## config.mk

```make
export PLATFORM = sky130hd
export DESIGN_NAME = uart_rx
export DESIGN_NICKNAME = d
export VERILOG_FILES = /design/src/rtl/uart_rx.sv
export SDC_FILE = /design/constraint.sdc
export NUM_CORES = 1
export LEC_CHECK = 0
export CAP_MARGIN = 20
export CORE_MARGIN = 3
export CORE_UTILIZATION = 55
export CTS_CLUSTER_DIAMETER = 200
export DETAILED_ROUTE_END_ITERATION = 10
export DONT_BUFFER_PORTS = 1
export PLACE_DENSITY = 0.67
export SLEW_MARGIN = 20
export SYNTH_ARGS = -nofsm -noshare
export SYNTH_HDL_FRONTEND = slang
export SYNTH_SLANG_ARGS = --single-unit
```

## constraint.sdc

```tcl
create_clock -name clk -period 2 [get_ports clk]
set_input_delay 0.2 -clock clk [delete_from_list [all_inputs] [get_ports clk]]
set_output_delay 0.2 -clock clk [all_outputs]
set_load 0.02 [all_outputs]
```

## src/rtl/uart_rx.sv

```systemverilog
// uart_rx: UART receiver, 8N1 by default. Defining UART_RX_PARITY_EN
// switches it to 8E1 and adds a parity_error output.
//
// The asynchronous rx_pin passes through a two-flop synchronizer. The
// start bit is confirmed at mid-bit. Data bits (and the parity bit, when
// enabled) are then sampled once per bit period, LSB first. A good frame
// is handed to a one-entry holding register with a valid/ready handshake.
//
// Parameters:
//   UART_CLK_HZ    system clock frequency in Hz
//   BAUD_RATE      line bit rate; CLKS_PER_BIT = UART_CLK_HZ / BAUD_RATE (>= 4)
//
// Ports:
//   clk            system clock, rising edge
//   rst            synchronous active-high reset
//   rx_pin         asynchronous serial line, idle high
//   rx_data        received byte, stable while rx_data_valid=1
//   rx_data_valid  holding register full
//   rx_data_ready  consumer accepts (transfer when valid & ready)
//   frame_error    1-cycle pulse: stop bit sampled low
//   overrun        1-cycle pulse: byte lost because the holding register was full
//   parity_error   1-cycle pulse: parity mismatch (only with UART_RX_PARITY_EN)
module uart_rx #(
   parameter int UART_CLK_HZ = 27000000,
   parameter int BAUD_RATE   = 115200
) (
   input  logic       clk,
   input  logic       rst,
   input  logic       rx_pin,
   output logic [7:0] rx_data,
   output logic       rx_data_valid,
   input  logic       rx_data_ready,
   output logic       frame_error,
   output logic       overrun
`ifdef UART_RX_PARITY_EN
   ,
   output logic       parity_error
`endif
);

   localparam int CLKS_PER_BIT = UART_CLK_HZ / BAUD_RATE;
   localparam int CNT_W        = (CLKS_PER_BIT < 4) ? 2 : $clog2(CLKS_PER_BIT);
   localparam logic [CNT_W-1:0] CNT_LAST = CNT_W'(CLKS_PER_BIT - 1);
   localparam logic [CNT_W-1:0] CNT_HALF = CNT_W'(CLKS_PER_BIT / 2 - 1);

   generate
      if (CLKS_PER_BIT < 4) begin : g_bad_cfg
         $error("uart_rx: UART_CLK_HZ / BAUD_RATE must be at least 4");
      end
   endgenerate

   typedef enum logic [2:0] {IDLE, START, DATA, PARITY, STOP, BREAK} state_t;

   state_t           state, state_nxt;
   logic             sync1, rx_s;
   logic [CNT_W-1:0] bit_cnt, cnt_nxt;
   logic [2:0]       bit_idx, idx_nxt;
   logic [7:0]       shift, shift_nxt;
   logic             stop_ok, stop_bad;
   logic             par_fail;
   logic             deliver;

`ifdef UART_RX_PARITY_EN
   logic par_bit, par_nxt;
   // Even parity: data bits plus parity bit must XOR to zero.
   assign par_fail = (^shift) ^ par_bit;
`else
   assign par_fail = 1'b0;
`endif

   assign deliver = stop_ok & ~par_fail;

   // Next-state and bit-timing logic
   always_comb begin
      state_nxt = state;
      cnt_nxt   = bit_cnt;
      idx_nxt   = bit_idx;
      shift_nxt = shift;
      stop_ok   = 1'b0;
      stop_bad  = 1'b0;
`ifdef UART_RX_PARITY_EN
      par_nxt   = par_bit;
`endif
      case (state)
         IDLE: begin
            if (!rx_s) begin
               state_nxt = START;
               cnt_nxt   = '0;
            end
         end
         START: begin
            // Half a bit in: a line that is high again was only a glitch.
            if (bit_cnt == CNT_HALF) begin
               cnt_nxt   = '0;
               idx_nxt   = 3'd0;
               state_nxt = rx_s ? IDLE : DATA;
            end else begin
               cnt_nxt = bit_cnt + CNT_W'(1);
            end
         end
         DATA: begin
            if (bit_cnt == CNT_LAST) begin
               cnt_nxt            = '0;
               shift_nxt[bit_idx] = rx_s;
               idx_nxt            = bit_idx + 3'd1;
               if (bit_idx == 3'd7) begin
`ifdef UART_RX_PARITY_EN
                  state_nxt = PARITY;
`else
                  state_nxt = STOP;
`endif
               end
            end else begin
               cnt_nxt = bit_cnt + CNT_W'(1);
            end
         end
`ifdef UART_RX_PARITY_EN
         PARITY: begin
            if (bit_cnt == CNT_LAST) begin
               cnt_nxt   = '0;
               par_nxt   = rx_s;
               state_nxt = STOP;
            end else begin
               cnt_nxt = bit_cnt + CNT_W'(1);
            end
         end
`endif
         STOP: begin
            // Leaving at mid-stop-bit lets an immediately following start
            // bit be caught on its falling edge.
            if (bit_cnt == CNT_LAST) begin
               cnt_nxt = '0;
               if (rx_s) begin
                  stop_ok   = 1'b1;
                  state_nxt = IDLE;
               end else begin
                  stop_bad  = 1'b1;
                  state_nxt = BREAK;
               end
            end else begin
               cnt_nxt = bit_cnt + CNT_W'(1);
            end
         end
         BREAK: begin
            // A held-low line reports one frame error, then waits for idle.
            if (rx_s) begin
               state_nxt = IDLE;
            end
         end
         default: state_nxt = IDLE;
      endcase
   end

   // State register
   always_ff @(posedge clk) begin
      if (rst) begin
         state <= IDLE;
      end else begin
         state <= state_nxt;
      end
   end

   // Synchronizer, counters, holding register and status pulses
   always_ff @(posedge clk) begin
      if (rst) begin
         sync1         <= 1'b1;
         rx_s          <= 1'b1;
         bit_cnt       <= '0;
         bit_idx       <= 3'd0;
         rx_data       <= 8'd0;
         rx_data_valid <= 1'b0;
         frame_error   <= 1'b0;
         overrun       <= 1'b0;
`ifdef UART_RX_PARITY_EN
         parity_error  <= 1'b0;
`endif
      end else begin
         sync1       <= rx_pin;
         rx_s        <= sync1;
         bit_cnt     <= cnt_nxt;
         bit_idx     <= idx_nxt;
         frame_error <= stop_bad;
         overrun     <= deliver & rx_data_valid & ~rx_data_ready;
`ifdef UART_RX_PARITY_EN
         parity_error <= stop_ok & par_fail;
`endif
         // A consume on the same edge frees the slot for the new byte.
         if (deliver && (!rx_data_valid || rx_data_ready)) begin
            rx_data       <= shift;
            rx_data_valid <= 1'b1;
         end else if (rx_data_valid && rx_data_ready) begin
            rx_data_valid <= 1'b0;
         end
      end
   end

   // Shift register carries only data; every bit is rewritten per frame.
   always_ff @(posedge clk) begin
      shift <= shift_nxt;
`ifdef UART_RX_PARITY_EN
      par_bit <= par_nxt;
`endif
   end

endmodule

```

# After elaboration in Yosys (flattened, before gate mapping)

Index checks and enable logic that the tools add are counted.

Register bits: 35
Input port bits: 4
Output and inout port bits: 11
Word-level logic and storage cells: 72

Add/sub/neg operators: 2
Magnitude comparators: 2
Equality and inequality tests: 13
Mux-type cells: 25
Bitwise gates (word level): 5
Reduce and logical (&&, ||, !) cells: 15

Operators by type and width:

| kind                                                                  | count |
|---|---|
| 3-bit 2-to-1 mux                                                      | 9 |
| 8-bit 2-to-1 mux                                                      | 3 |
| 8-bit one-hot mux with 3 select lines                                 | 1 |
| 3-bit one-hot mux with 5 select lines                                 | 1 |
| 2-bit inequality test, second input constant                          | 6 |
| 3-bit equality test, second input constant                            | 3 |
| 8-bit by 1-bit adder with 8-bit output, second input constant         | 1 |
| 8-bit bitwise mux                                                     | 1 |
| 8-bit by 7-bit equality test with 1-bit output, second input constant | 1 |
| 8-bit equality test, second input constant                            | 1 |
| 1-bit 2-to-1 mux                                                      | 7 |
| 3-bit one-hot mux with 2 select lines                                 | 1 |
| 6-bit AND reduction                                                   | 1 |
| 3-bit by 4-bit < comparator with 1-bit output, second input constant  | 1 |
| 2-bit AND reduction                                                   | 2 |
| 2-bit nonzero test                                                    | 2 |
| 3-bit by 1-bit adder with 3-bit output, second input constant         | 1 |
| 1-bit demux with 3-bit select                                         | 1 |
| 3-bit by 1-bit equality test with 1-bit output, second input constant | 1 |
| 3-bit by 2-bit equality test with 1-bit output, second input constant | 1 |
| 3-bit by 1-bit >= comparator with 1-bit output, second input constant | 1 |
| 1-bit logical AND                                                     | 3 |
| 3-bit logical NOT                                                     | 1 |
| 1-bit NOT                                                             | 3 |
| 8 further kinds                                                       | 9 |

# Depth between registers and ports, before layout

Gate-level depths: netlist (run 1).

Depth after elaboration: 5
Mapped depth: 8

# Least setup slack after synthesis (run 1)

Ideal clock, no wire load.

Path kind: register -> register
From: register bit_cnt[0]
To: register bit_cnt[5]
Setup time: 0.084 ns
Data arrival time: 1.653 ns
Required time: 1.916 ns
Path slack: 0.263 ns
Stages on the path, launching flop included: 8
Path buffers: 0
Cell sequence: dfxtp_1 > inv_1 > ha_1 > nand2_1 > nor3_1 > o32a_4 > or3_4 > o31ai_2

Word-level cells in the longest chain between the ends: 3
Elaborated cells on any way between the ends: 6
Classes of those cells: 1 x add/sub; 2 x eq/ne; 3 x mux

Ends and longest elaborated chain:

| element                                                        | RTL line     | RTL |
|---|---|---|
| from (decl)                                                    | 56           | `logic [CNT_W-1:0] bit_cnt, cnt_nxt;` |
| from (signal assigned)                                         | 180          | `bit_cnt <= cnt_nxt;` |
| 8-bit by 1-bit adder with 8-bit output (tied with other cells) | 98, 114, 141 |  |
| 8-bit 2-to-1 mux, on equally long branches                     | 102, 131, 93 |  |
| 8-bit one-hot mux with 3 select lines *                        | 84           | `case (state)` |

Mark *: on every way between the ends. The rest lies on a longest branch, timed or not.
A chain may end at the register's enable or synchronous reset.

# Worst setup path in the final report (run 1)

From: register bit_cnt[1]
To: register bit_cnt[7]

Same word-level chain as after synthesis.

==> flow_summary.json, run 1 <==
{
  "num_vias": 1292,
  "final_antenna_net_count": 0,
  "drv_slew": 0,
  "cp_max_fo": 8,
  "finalNonFillerCells": 215,
  "relSlewSlack_pct": 61.3,
  "setup_viol": 0,
  "cts_tree": "built",
  "grt_first_pass_wirelength_mm": 5.51,
  "wl_per_cell_um": 15.4,
  "nFillCells": 236,
  "yosysTopAreaCell": "dfxtp_1",
  "drt-total-wl_mm": 3.32,
  "hold_slack_ps": 12.7,
  "insertion_delay_ps": 350,
  "synth-seq-cells": 35,
  "clkSinkCount": 35,
  "dpl_cell_area_um2": 1740,
  "die_area_um2": 3810,
  "firstDrtPassIters": 4,
  "multi_input_area_um2": 883,
  "powerDensity_nw_per_um2": 672,
  "fp.dieW_um": 61.7,
  "end_kind": "register",
  "synthTopCellsByArea": "dfxtp_1 32%, edfxtp_1 14%, mux2i_1 6.5%",
  "grt_pass1_vias": 1175,
  "critical_path_required_ps": 2270,
  "rr_worst_depth": 8,
  "row_count": 19,
  "worst_slack_ps": 124,
  "rr_endpoint": "bit_cnt[7]$_SDFFE_PP0P_",
  "globalRouteOverflowTotal": 0,
  "finalHoldViolations": 0,
  "initial_core_util_pct": 59.8,
  "timing.rr.start": "bit_cnt[1]$_SDFFE_PP0P_",
  "stdcell_area_um2": 1880,
  "post-place-ws_ps": 99.1,
  "fin_util_pct": 65.9,
  "drive_gt1_share_pct": 19.0,
  "netlist_area_um2": 1710,
  "postSynthAreaPerCell_um2": 9.81,
  "ys.warnings.count": 0,
  "via_per_inst": 6.01,
  "drtIter0Drc": 64,
  "port_buffers": 0,
  "post-route-drc-count": 0,
  "worstSetupStartpointType": "register",
  "ir_worst_vdd_v": 0.000417,
  "grt_max_degree": 17,
  "dp_hpwl_mm": 2.36,
  "place.gp.congestion": 0.806,
  "worstMarginPinSlew_ps": 578,
  "regArea_um2": 785,
  "crit_chain": "inv_1 > ha_1 > nand2b_4 > nor3_4 > buf_4 > o32a_4 > or3_4 > o31ai_2",
  "status": "completed",
  "final_common_cell": "dfxtp_1",
  "hp-class": "in -> reg",
  "core_um2": 2850,
  "maxCapViolCount": 0,
  "fin_nets": 192,
  "synth_cells": 174,
  "antenna_found_initial": 0,
  "path_buf_inv": 2,
  "path_clk_slew_ps": 100,
  "critPathSlowestCell": "dfxtp_1",
  "ys_types": 45,
  "dp.cells": 202,
  "cp.arrival_ps": 2150,
  "fin_crit_ps": 1880,
  "reg2reg_slack_ps": 120,
  "clk_path_buf_depth": 2,
  "synth_edf_count": 8,
  "slowest_delay_ps": 380,
  "p_leak_nw": 0.704,
  "n_antenna_cell": 0,
  "hp-start": "rst",
  "cts_buffers": 5,
  "yosysSeqAreaShare_pct": 45.7,
  "synth_top_area_share_pct": 31.7,
  "total_power_mw": 1.26,
  "fmax_mhz": 533,
  "crit_path_start": "bit_cnt[1]$_SDFFE_PP0P_",
  "critPathTopFamily": "simple AND/OR/NAND/NOR gates",
  "clockRootBuffer": "clkbuf_4",
  "ys.flop_type": "dfxtp_1",
  "finalCritPeriodShare_pct": 93.8,
  "clock_skew_ps": 9.55,
  "async_flop_share_pct": 0,
  "rsz0062_at_grt": "no",
  "worstSetupPathType": "reg -> reg",
  "path_depth": 8,
  "crit_end": "bit_cnt[7]$_SDFFE_PP0P_",
  "syn_to_final_growth_pct": 10.1,
  "h-tree-depth": 2,
  "layout_common_cells": "24 x dfxtp_1, 23 x nor2_1, 13 x nand2_1",
  "fin_tns_setup_ps": 0,
  "io_pins": 15,
  "syn_nets": 183,
  "die_h_um": 61.7,
  "grt_util_all_layers_pct": 20.4
}
## worst reg2reg max path: cells and delay by family, from the launching register on
| kind | cells | cell delay (ps) |
|---|---|---|
| adder cells (fa/ha/maj) | 1 | 210 |
| flip-flops | 1 | 380 |
| buffers and inverters | 2 | 210 |
| AND/OR/NAND/NOR | 3 | 550 |
| AO/OA/AOI/OAI | 2 | 450 |
## how the worst min path moves through the flow
stage	endpoint	cells after the start
floorplan	sync1$_SDFF_PP1_	1
global placement	state[0]$_SDFFE_PP0P_	1
detailed placement	state[0]$_SDFFE_PP0P_	1
CTS	state[1]$_SDFFE_PP0P_	2
global route	state[1]$_SDFFE_PP0P_	2
finish	state[1]$_SDFFE_PP0P_	2
## state kept, by name, indices dropped and copies added (netlist names)
| signal | flops |
|---|---|
| rx_s | 1 |
| state | 3 |
| frame_error | 1 |
| sync1 | 1 |
| shift | 8 |
| bit_cnt | 8 |
| bit_idx | 3 |
| overrun | 1 |
| rx_data_valid | 1 |
| rx_data | 8 |
## routing by layer
metal | GRT usage [%] | vias to the layer above | part of all wire (%)
met5 | 0 | - | 0
met4 | 13.0 | 0 | 2.5
met3 | 4.34 | 7 | 5.3
met2 | 30.0 | 36 | 44
met1 | 27.2 | 605 | 48
li1 | - | 644 | -
## synthesized netlist by cell type (2+ instances only)
master,number
or2_2,2
nor3_1,8
o21ai_1,2
o21ai_0,4
dfxtp_1,27
and2b_1,2
or3b_2,2
o31a_1,3
nand2b_1,5
o31ai_2,3
and2_1,3
nand2_1,13
o31ai_1,3
inv_1,2
nand3_1,6
and3_1,4
mux2i_1,11
buf_2,2
ha_1,5
a22o_1,4
nor3b_1,2
clkbuf_1,4
edfxtp_1,8
nand3b_1,2
a21oi_1,5
nor2_1,23
## what timing repair did
item | 4_1_cts | 5_1_grt
endpoints found under the hold margin | 16 | 0
setup buffers | 0 | 3
hold buffers | 2 | 0
resized for setup | 0 | 5
setup endpoints to repair | 0 | 12
## report_power, final
part	internal [mW]	leakage (nW)	total [mW]	switching, mW
Sequential	0.723	0.290	0.727	0.00357
Combinational	0.0120	0.369	0.0292	0.0172
Clock	0.263	0.0452	0.508	0.245
## cell families (layout without fill, tap and decap cells)
| group | after synthesis | count (layout) | share of synthesized area [%] |
|---|---|---|---|
| AOI/OAI and AO/OA | 30 | 30 | 14.2 |
| adders and majority gates | 5 | 5 | 3.67 |
| buffers and inverters | 11 | 21 | 3.23 |
| DFF | 35 | 35 | 45.7 |
| muxes | 11 | 11 | 6.45 |
| and+or+nand+nor | 82 | 82 | 26.8 |
## cell type report
cell class / count / share of cell area (%)
Clock inverter: 3 / 2.33
Sequential cell: 35 / 41.7
Clock buffer: 5 / 2.00
Tap cell: 31 / 2.06
Timing Repair Buffer: 10 / 4.26
Multi-Input combinational cell: 128 / 47.0
Inverter: 3 / 0.599
(Power assumes the default switching activity.)
==> run 2: changes to the inputs <==
--- a/config.mk
+++ b/config.mk
@@ -11,7 +11,7 @@
 export CTS_CLUSTER_DIAMETER = 200
 export DETAILED_ROUTE_END_ITERATION = 10
 export DONT_BUFFER_PORTS = 1
-export PLACE_DENSITY = 0.67
+export PLACE_DENSITY = 0.7
 export SLEW_MARGIN = 20
 export SYNTH_ARGS = -nofsm -noshare
 export SYNTH_HDL_FRONTEND = slang
==> flow_summary.json, run 2 (synthesized netlist as in run 1, its figures left out) <==
{
  "place.gp.congestion": 0.789,
  "finalNonFillerCells": 212,
  "end_kind": "register",
  "worst_slack_ps": 158,
  "rr_worst_depth": 7,
  "worstMarginPinSlew_ps": 638,
  "path_clk_slew_ps": 100,
  "crit_path_start": "bit_cnt[1]$_SDFFE_PP0P_",
  "worstSetupPathType": "reg -> reg",
  "dp.cells": 202,
  "num_vias": 1303,
  "maxCapViolCount": 0,
  "insertion_delay_ps": 340,
  "hp-class": "in -> reg",
  "rsz0062_at_grt": "no",
  "layout_common_cells": "25 x dfxtp_1, 23 x nor2_1, 13 x nand2_1",
  "clock_skew_ps": 10.6,
  "row_count": 19,
  "drt-total-wl_mm": 3.33,
  "grt_pass1_vias": 1162,
  "core_um2": 2850,
  "clkSinkCount": 35,
  "grt_first_pass_wirelength_mm": 5.42,
  "post-route-drc-count": 0,
  "crit_end": "bit_cnt[7]$_SDFFE_PP0P_",
  "finalHoldViolations": 0,
  "cts_tree": "built",
  "post-place-ws_ps": 121,
  "final_common_cell": "dfxtp_1",
  "drv_slew": 0,
  "fmax_mhz": 543,
  "cts_setup_buffers": 0,
  "total_power_mw": 1.26,
  "wl_per_cell_um": 15.7,
  "relSlewSlack_pct": 57.4,
  "die_area_um2": 3810,
  "final_antenna_net_count": 0,
  "setup_viol": 0,
  "firstDrtPassIters": 5,
  "n_antenna_cell": 0,
  "cts_buffers": 5,
  "ir_worst_vdd_v": 0.000471,
  "via_per_inst": 6.15,
  "grt_util_all_layers_pct": 19.7,
  "hold_slack_ps": 35.4,
  "drive_gt1_share_pct": 16.0,
  "clockRootBuffer": "clkbuf_4",
  "h-tree-depth": 2,
  "syn_to_final_growth_pct": 8.72,
  "io_pins": 15,
  "hold_depth": 2,
  "rr_endpoint": "bit_cnt[7]$_SDFFE_PP0P_",
  "timing.rr.start": "bit_cnt[1]$_SDFFE_PP0P_",
  "status": "completed",
  "reg_top3": "bit_cnt x8, rx_data x8, shift x8",
  "fin_crit_ps": 1840,
  "initial_core_util_pct": 59.8,
  "cp_max_fo": 8,
  "dpl_cell_area_um2": 1750,
  "powerDensity_nw_per_um2": 680,
  "grt_max_degree": 17,
  "dp_hpwl_mm": 2.31,
  "cp.arrival_ps": 2100,
  "antenna_found_initial": 0,
  "clk_path_buf_depth": 2,
  "critical_path_required_ps": 2260,
  "finalCritPeriodShare_pct": 92.1,
  "fin_util_pct": 65.0,
  "fin_tns_setup_ps": 0,
  "reg2reg_slack_ps": 160,
  "p_leak_nw": 0.684,
  "globalRouteOverflowTotal": 0,
  "fin_nets": 189,
  "drtIter0Drc": 89,
  "port_buffers": 0,
  "worstSetupStartpointType": "register",
  "fp.dieW_um": 61.7,
  "stdcell_area_um2": 1860,
  "die_h_um": 61.7
}
==> run 2: worst min path at each step <==
stage / start / endpoint / slack (ps)
final: rst / state[1]$_SDFFE_PP0P_ / 40
after global routing: rst / state[1]$_SDFFE_PP0P_ / 30
after CTS: rst / state[1]$_SDFFE_PP0P_ / 20
after detailed placement: rst / rx_data_valid$_SDFFE_PP0P_ / 280
after global placement: rst / state[0]$_SDFFE_PP0P_ / 270
after floorplan: rx_pin / sync1$_SDFF_PP1_ / 300
==> run 2: final cells by class <==
class | instances | area (um^2)
clock buffers | 5 | 37.5
clock inverters | 3 | 43.8
fillers | 238 | 997
inverters | 3 | 11.3
multi-input cells | 128 | 871
flip-flops and latches | 35 | 783
well taps | 31 | 38.8
repair buffers | 7 | 70.1
==> run 2: layer usage <==
layer | global-route usage [%] | vias up | wire length [um]
met5 | 0 | - | 0
met4 | 7.27 | 0 | 42
met3 | 5.17 | 6 | 132
met2 | 29.6 | 24 | 1510
met1 | 27.2 | 625 | 1640
li1 | - | 648 | -
==> run 2: where the power goes <==
part / total (mW) / internal [mW] / switching, mW
Combinational: 0.0290 / 0.0119 / 0.0171
Sequential: 0.726 / 0.723 / 0.00325
Clock: 0.506 / 0.263 / 0.243
Total: 1.26 / 0.998 / 0.264
==> run 2: worst max-delay path: stages, from the launching register on <==
cell and delay (ps):
dfxtp_1 390, inv_1 80, ha_1 170, nand2_1 110
nor3_1 70, o32a_4 360, or3_4 380, o31ai_2 210
==> run 2: what timing repair did <==
| action | CTS | global route |
|---|---|---|
| hold endpoints to repair | 16 | 0 |
| hold buffers | 2 | 0 |
| gates resized for setup | 0 | 2 |
| setup endpoints to repair | 0 | 5 |
